<file path="config.mk">
export PLATFORM = sky130hd
export DESIGN_NAME = prog_loader
export DESIGN_NICKNAME = d
export VERILOG_FILES = /design/src/rtl/prog_loader.sv
export SDC_FILE = /design/constraint.sdc
export NUM_CORES = 1
export LEC_CHECK = 0
export BUFFER_PORTS_ARGS = -buffer_cell sky130_fd_sc_hd__buf_2
export CAP_MARGIN = 10
export CORE_MARGIN = 2
export CORE_UTILIZATION = 45
export DETAILED_ROUTE_END_ITERATION = 12
export GPL_TIMING_DRIVEN = 0
export PLACE_DENSITY = 0.71
export SYNTH_ARGS = -nofsm -noshare
export SYNTH_HDL_FRONTEND = slang
export SYNTH_SLANG_ARGS = --single-unit
</file>
<file path="constraint.sdc">
create_clock -name clock -period 2.5 [get_ports clock]
set_input_delay 0.25 -clock clock [delete_from_list [all_inputs] [get_ports clock]]
set_output_delay 0.25 -clock clock [all_outputs]
set_load 0.02 [all_outputs]
</file>
<file path="src/rtl/prog_loader.sv">
// prog_loader: byte-stream program loader.
// Parses framed bytes into program-memory writes
// while holding the CPU in reset.
//
// Ports:
//   clock, reset       : clock, sync active-high reset
//   in_data/valid/ready: byte input handshake
//   prog_we/addr/data  : program-memory write port
//   cpu_hold           : CPU reset hold during a frame
//   done, err          : sticky status of last frame
//
// Build option: LOADER_CHECKSUM_EN adds a trailing
// checksum byte per frame and enables err.
module prog_loader (
    input  logic        clock,
    input  logic        reset,
    input  logic [7:0]  in_data,
    input  logic        in_valid,
    output logic        in_ready,
    output logic        prog_we,
    output logic [11:0] prog_addr,
    output logic [7:0]  prog_data,
    output logic        cpu_hold,
    output logic        done,
    output logic        err
);

`ifdef LOADER_CHECKSUM_EN
    typedef enum logic [2:0] {
        S_IDLE,
        S_ADDR_HI,
        S_ADDR_LO,
        S_LEN,
        S_DATA,
        S_CSUM,
        S_FIN
    } state_t;
`else
    typedef enum logic [2:0] {
        S_IDLE,
        S_ADDR_HI,
        S_ADDR_LO,
        S_LEN,
        S_DATA,
        S_FIN
    } state_t;
`endif

    localparam logic [7:0] HDR = 8'hA5;

    state_t      r_state;
    state_t      w_next;
    logic        w_ready;
    logic        w_acc;
    logic        w_last;
    logic [11:0] r_addr;
    logic [8:0]  r_cnt;
    logic        r_we;
    logic [11:0] r_pa;
    logic [7:0]  r_pd;
    logic        r_hold;
    logic        r_done;
`ifdef LOADER_CHECKSUM_EN
    logic [7:0]  r_sum;
    logic        r_csum_ok;
    logic        r_err;
`endif

    // FIN is the only state that refuses bytes.
    assign w_ready = (r_state != S_FIN) & ~reset;
    assign w_acc   = in_valid & w_ready;
    // Counter holds bytes still owed; 1 means
    // the byte being accepted is the last one.
    assign w_last  = (r_cnt == 9'd1);

    assign in_ready  = w_ready;
    assign prog_we   = r_we;
    assign prog_addr = r_pa;
    assign prog_data = r_pd;
    assign cpu_hold  = r_hold;
    assign done      = r_done;
`ifdef LOADER_CHECKSUM_EN
    assign err = r_err;
`else
    assign err = 1'b0;
`endif

    always_ff @(posedge clock) begin
        if (reset) begin
            r_state <= S_IDLE;
        end else begin
            r_state <= w_next;
        end
    end

    always_comb begin
        w_next = r_state;
        unique case (r_state)
            S_IDLE: begin
                if (w_acc && in_data == HDR) begin
                    w_next = S_ADDR_HI;
                end
            end
            S_ADDR_HI: begin
                if (w_acc) begin
                    w_next = S_ADDR_LO;
                end
            end
            S_ADDR_LO: begin
                if (w_acc) begin
                    w_next = S_LEN;
                end
            end
            S_LEN: begin
                if (w_acc) begin
                    w_next = S_DATA;
                end
            end
            S_DATA: begin
                if (w_acc && w_last) begin
`ifdef LOADER_CHECKSUM_EN
                    w_next = S_CSUM;
`else
                    w_next = S_FIN;
`endif
                end
            end
`ifdef LOADER_CHECKSUM_EN
            S_CSUM: begin
                if (w_acc) begin
                    w_next = S_FIN;
                end
            end
`endif
            S_FIN: begin
                w_next = S_IDLE;
            end
            default: begin
                w_next = S_IDLE;
            end
        endcase
    end

    always_ff @(posedge clock) begin
        if (reset) begin
            r_addr <= 12'h000;
            r_cnt  <= 9'd0;
            r_we   <= 1'b0;
            r_pa   <= 12'h000;
            r_pd   <= 8'h00;
            r_hold <= 1'b0;
            r_done <= 1'b0;
`ifdef LOADER_CHECKSUM_EN
            r_sum     <= 8'h00;
            r_csum_ok <= 1'b0;
            r_err     <= 1'b0;
`endif
        end else begin
            r_we <= 1'b0;
            unique case (r_state)
                S_IDLE: begin
                    if (w_acc && in_data == HDR) begin
                        r_hold <= 1'b1;
                        r_done <= 1'b0;
`ifdef LOADER_CHECKSUM_EN
                        r_err     <= 1'b0;
                        r_sum     <= 8'h00;
                        r_csum_ok <= 1'b0;
`endif
                    end
                end
                S_ADDR_HI: begin
                    if (w_acc) begin
                        r_addr[11:8] <= in_data[3:0];
`ifdef LOADER_CHECKSUM_EN
                        r_sum <= r_sum + in_data;
`endif
                    end
                end
                S_ADDR_LO: begin
                    if (w_acc) begin
                        r_addr[7:0] <= in_data;
`ifdef LOADER_CHECKSUM_EN
                        r_sum <= r_sum + in_data;
`endif
                    end
                end
                S_LEN: begin
                    if (w_acc) begin
                        r_cnt <= {1'b0, in_data} + 9'd1;
`ifdef LOADER_CHECKSUM_EN
                        r_sum <= r_sum + in_data;
`endif
                    end
                end
                S_DATA: begin
                    if (w_acc) begin
                        r_we   <= 1'b1;
                        r_pa   <= r_addr;
                        r_pd   <= in_data;
                        // 12-bit wrap is intended.
                        r_addr <= r_addr + 12'd1;
                        r_cnt  <= r_cnt - 9'd1;
`ifdef LOADER_CHECKSUM_EN
                        r_sum <= r_sum + in_data;
`endif
                    end
                end
`ifdef LOADER_CHECKSUM_EN
                S_CSUM: begin
                    if (w_acc) begin
                        r_csum_ok <= (in_data == r_sum);
                    end
                end
`endif
                S_FIN: begin
                    r_hold <= 1'b0;
`ifdef LOADER_CHECKSUM_EN
                    r_done <= r_csum_ok;
                    r_err  <= ~r_csum_ok;
`else
                    r_done <= 1'b1;
`endif
                end
                default: begin
                end
            endcase
        end
    end

endmodule

</file>
==> results by group <==
Place
  • HPWL after DPL: 4690 µm
  • IO buf count: 31
  • GP Congestion: 0.929

Worst setup path
  • R2r endpoint: r_cnt[6]
  • Worst r2r src: r_cnt[0]
  • CP max stage cell: nor3b_1
  • Crit path max-delay family: simple AND/OR/NAND/NOR gates
  • Setup crit end kind: register
  • Critical path class: register to register
  • Levels on crit path: 6
  • CP Cell Sequence: inv_1, ha_1, nor3b_1, a21oi_1, o21ai_0, o32ai_1
  • Flop-to-flop setup slack: 0.70 ns
  • CP Capture Point: r_cnt[6]
  • Required time of the worst setup path: 2.67 ns
  • R2R cell count: 6
  • CP Buf/Inv Count: 1
  • Critical Path AT: 1.97 ns
  • Worst-path fanout max: 7
  • CP Launch Type: register
  • Critical Path Source: r_cnt[0]
  • Max incr delay on CP: 0.56 ns

Final layout
  • Share of post-route cells with drive strength above 1: 16.5%
  • # nets final: 372
  • Antenna Cells: 0
  • Area grow syn2layout: 13.8%
  • Fillers: 547
  • Fin util: 52.1%

STA
  • F_max: 556 MHz
  • Crit share post-route: 71.9%
  • Slew headroom: 54.8%
  • Final Skew: 0.00581 ns
  • Final hold vios: 0
  • Worst Tran Pin Value: 0.672 ns
  • Unrepaired setup endpoints after global routing: false
  • Final Critical Period: 1.80 ns
  • # setup viols final: 0
  • Setup TNS: 0 ns
  • Max Slew Vio Count: 0

Synth
  • Cell variety after synth: 55
  • Synth Flop Type: dfxtp_1
  • Synth warn: 0
  • Syn_area_per_cell: 7.83 µm²
  • Yosys reg bits: 47
  • Share of synthesized flip-flops with an asynchronous set or reset: 0%
  • Post-synth EDFFs: 0
  • Post-synth top area cell: dfxtp_1
  • Cells after Synth: 318
  • Top cell type's share of synthesized area: 37.8%
  • Mapped cell area: 0.00249 mm²
  • Top post-synthesis cells by area: dfxtp_1 38%, a21oi_1 9.0%, nand2_1 7.8%
  • Sequential element share of the synthesized area: 37.8%
  • Post-synthesis net count: 334

Floorplanning
  • Io pins: 36
  • Core Rows: 27
  • Initial Util: 45.8%
  • Die Y: 78.4 µm
  • Core Region: 0.00544 mm²
  • Die X: 78.4 µm
  • Die ar.: 0.00614 mm²

GRT
  • Total grt overflow: 0
  • First-pass GRT wire length: 11000 µm
  • Initial antenna violation count: 0
  • GRT Total Usage: 22.7%
  • Largest net degree at the start of global routing: 16
  • Vias in the first global route: 2176

Power
  • Power Density: 470 mW/mm²
  • Total power: 1.33 mW
  • Max rail drop VDD: 299 µV
  • Leak: 1.05 nW

Clocking
  • Clock Latency Late Sink: 0.31 ns
  • Clk sinks: 47
  • Root Buffer: clkbuf_8
  • PostCTS Resize Cnt: 0
  • CTS tree: built
  • Clock Pin Slew Worst Setup and Hold Paths: 0.10 ns
  • Longest Clk Path Bufs: 2
  • Post-cts hold buffer count: 0
  • Post-CTS setup buffers: 0
  • CTS H-tree depth: 2
  • Clock buffer count from CTS: 5

Min path
  • Hold depth: 2
  • Min-delay worst type: input pin to register

Routing
  • Vias per cell: 5.77
  • Drt total wl: 6580 µm
  • Routed Antenna Nets: 0
  • First-pass DRT Iterations: 4
  • DRT iter0 DRCs: 178
  • Routed vias: 2477
  • # DRC: 0
  • WL per Instance: 15.3 µm

Outcome
  • Status: complete, no violations

Job
  • Max cap viols: 0
flip-flops by register name, summed over array words and instances (netlist names):
| name | flops |
|---|---|
| prog_we | 1 |
| prog_data | 8 |
| cpu_hold | 1 |
| r_addr | 12 |
| r_state | 3 |
| done | 1 |
| prog_addr | 12 |
| r_cnt | 9 |
per-layer routing:
metal  vias up  share of wire (%)  wire, µm  global-route usage [%]
met5         -                  0         0                       0
met4         0                1.5       100                    7.02
met3        13                8.4       551                    4.71
met2       100                 44      2910                    33.0
met1      1149                 46      3020                    33.6
li1       1215                  -         -                       -
metrics by stage:
stage                     hold slack, ns  worst slack (ns)  instance area (µm²)  instances
after global placement             0.439             0.763                 2730        421
after global routing               0.231             0.514                 2830        429
after detailed placement           0.444             0.670                 2730        421
after CTS                          0.219             0.710                 2830        429
after floorplan                    0.386              1.03                 2490        318
final                              0.226             0.703                 2830        429
worst register-to-register path, cell delays in order (launching register included):
cell     delay, ns
dfxtp_1       0.39
inv_1         0.09
ha_1          0.19
nor3b_1       0.56
a21oi_1       0.14
o21ai_0       0.19
o32ai_1       0.12
layout make-up:
class / instances / area, µm² / area share [%]
clock buffer: 6 / 82.6 / 2.92
timing repair buffer: 31 / 155 / 5.48
tap: 72 / 90.1 / 3.18
clock inverter: 2 / 16.3 / 0.574
multi-input combinational: 240 / 1400 / 49.3
buffer: 24 / 124 / 4.37
inverter: 7 / 26.3 / 0.928
sequential: 47 / 941 / 33.2
synthesized netlist by cell type (3+ instances only):
cell type and count:
clkbuf_1 11, a32o_1 3, nor2_1 17, and4_1 3, xor2_1 3, inv_1 7, nand3_1 9, a21o_1 3
nor3_1 6, o21ai_0 22, xnor2_1 4, nor3b_1 3, and3_1 3, a21oi_1 45, ha_1 5, nand2_1 52
buf_2 8, dfxtp_1 47, nand2b_1 4, a311oi_1 5, nor4_1 3, or3_1 3, nand4_1 6, a211oi_1 3
how the worst min path moves through the flow:
stage | startpoint | endpoint | slack [ns]
floorplan | in_data[0] | prog_data[0] | 0.39
global placement | prog_addr[2] | prog_addr[2] | 0.44
detailed placement | prog_data[1] | prog_data[1] | 0.44
CTS | reset | r_cnt[5] | 0.22
global route | reset | r_cnt[5] | 0.23
finish | reset | r_cnt[5] | 0.23
cell usage in the layout (no fill, tap or decap), types with 4 or more instances in the layout:
cell type | netlist | routed
xnor2_1 | 4 | 4
buf_2 | 8 | 39
nand3_1 | 9 | 9
dfxtp_1 | 47 | 47
o21ai_0 | 22 | 22
nor3_1 | 6 | 6
a311oi_1 | 5 | 5
nand2_1 | 52 | 52
ha_1 | 5 | 5
a21oi_1 | 45 | 45
inv_1 | 7 | 7
nand2b_1 | 4 | 4
nand4_1 | 6 | 6
clkbuf_1 | 11 | 11
clkbuf_8 | 0 | 6
nor2_1 | 17 | 17
cells by family after synthesis:
group	Yosys count	share of synthesized area [%]
xor+xnor	7	2.46
other cells	1	0.151
flops	47	37.8
fa+ha+maj	6	2.92
compound gates	99	24.2
simple gates	127	26.4
buf+inv	31	6.03
power by group:
group          internal, mW  switching (mW)  leakage (nW)
sequential            0.748        0.000117         0.378
combinational        0.0243          0.0553         0.620
clock                 0.226           0.277        0.0474
total                 0.999           0.333          1.05
No activity file was read; power rests on OpenSTA's default activity.
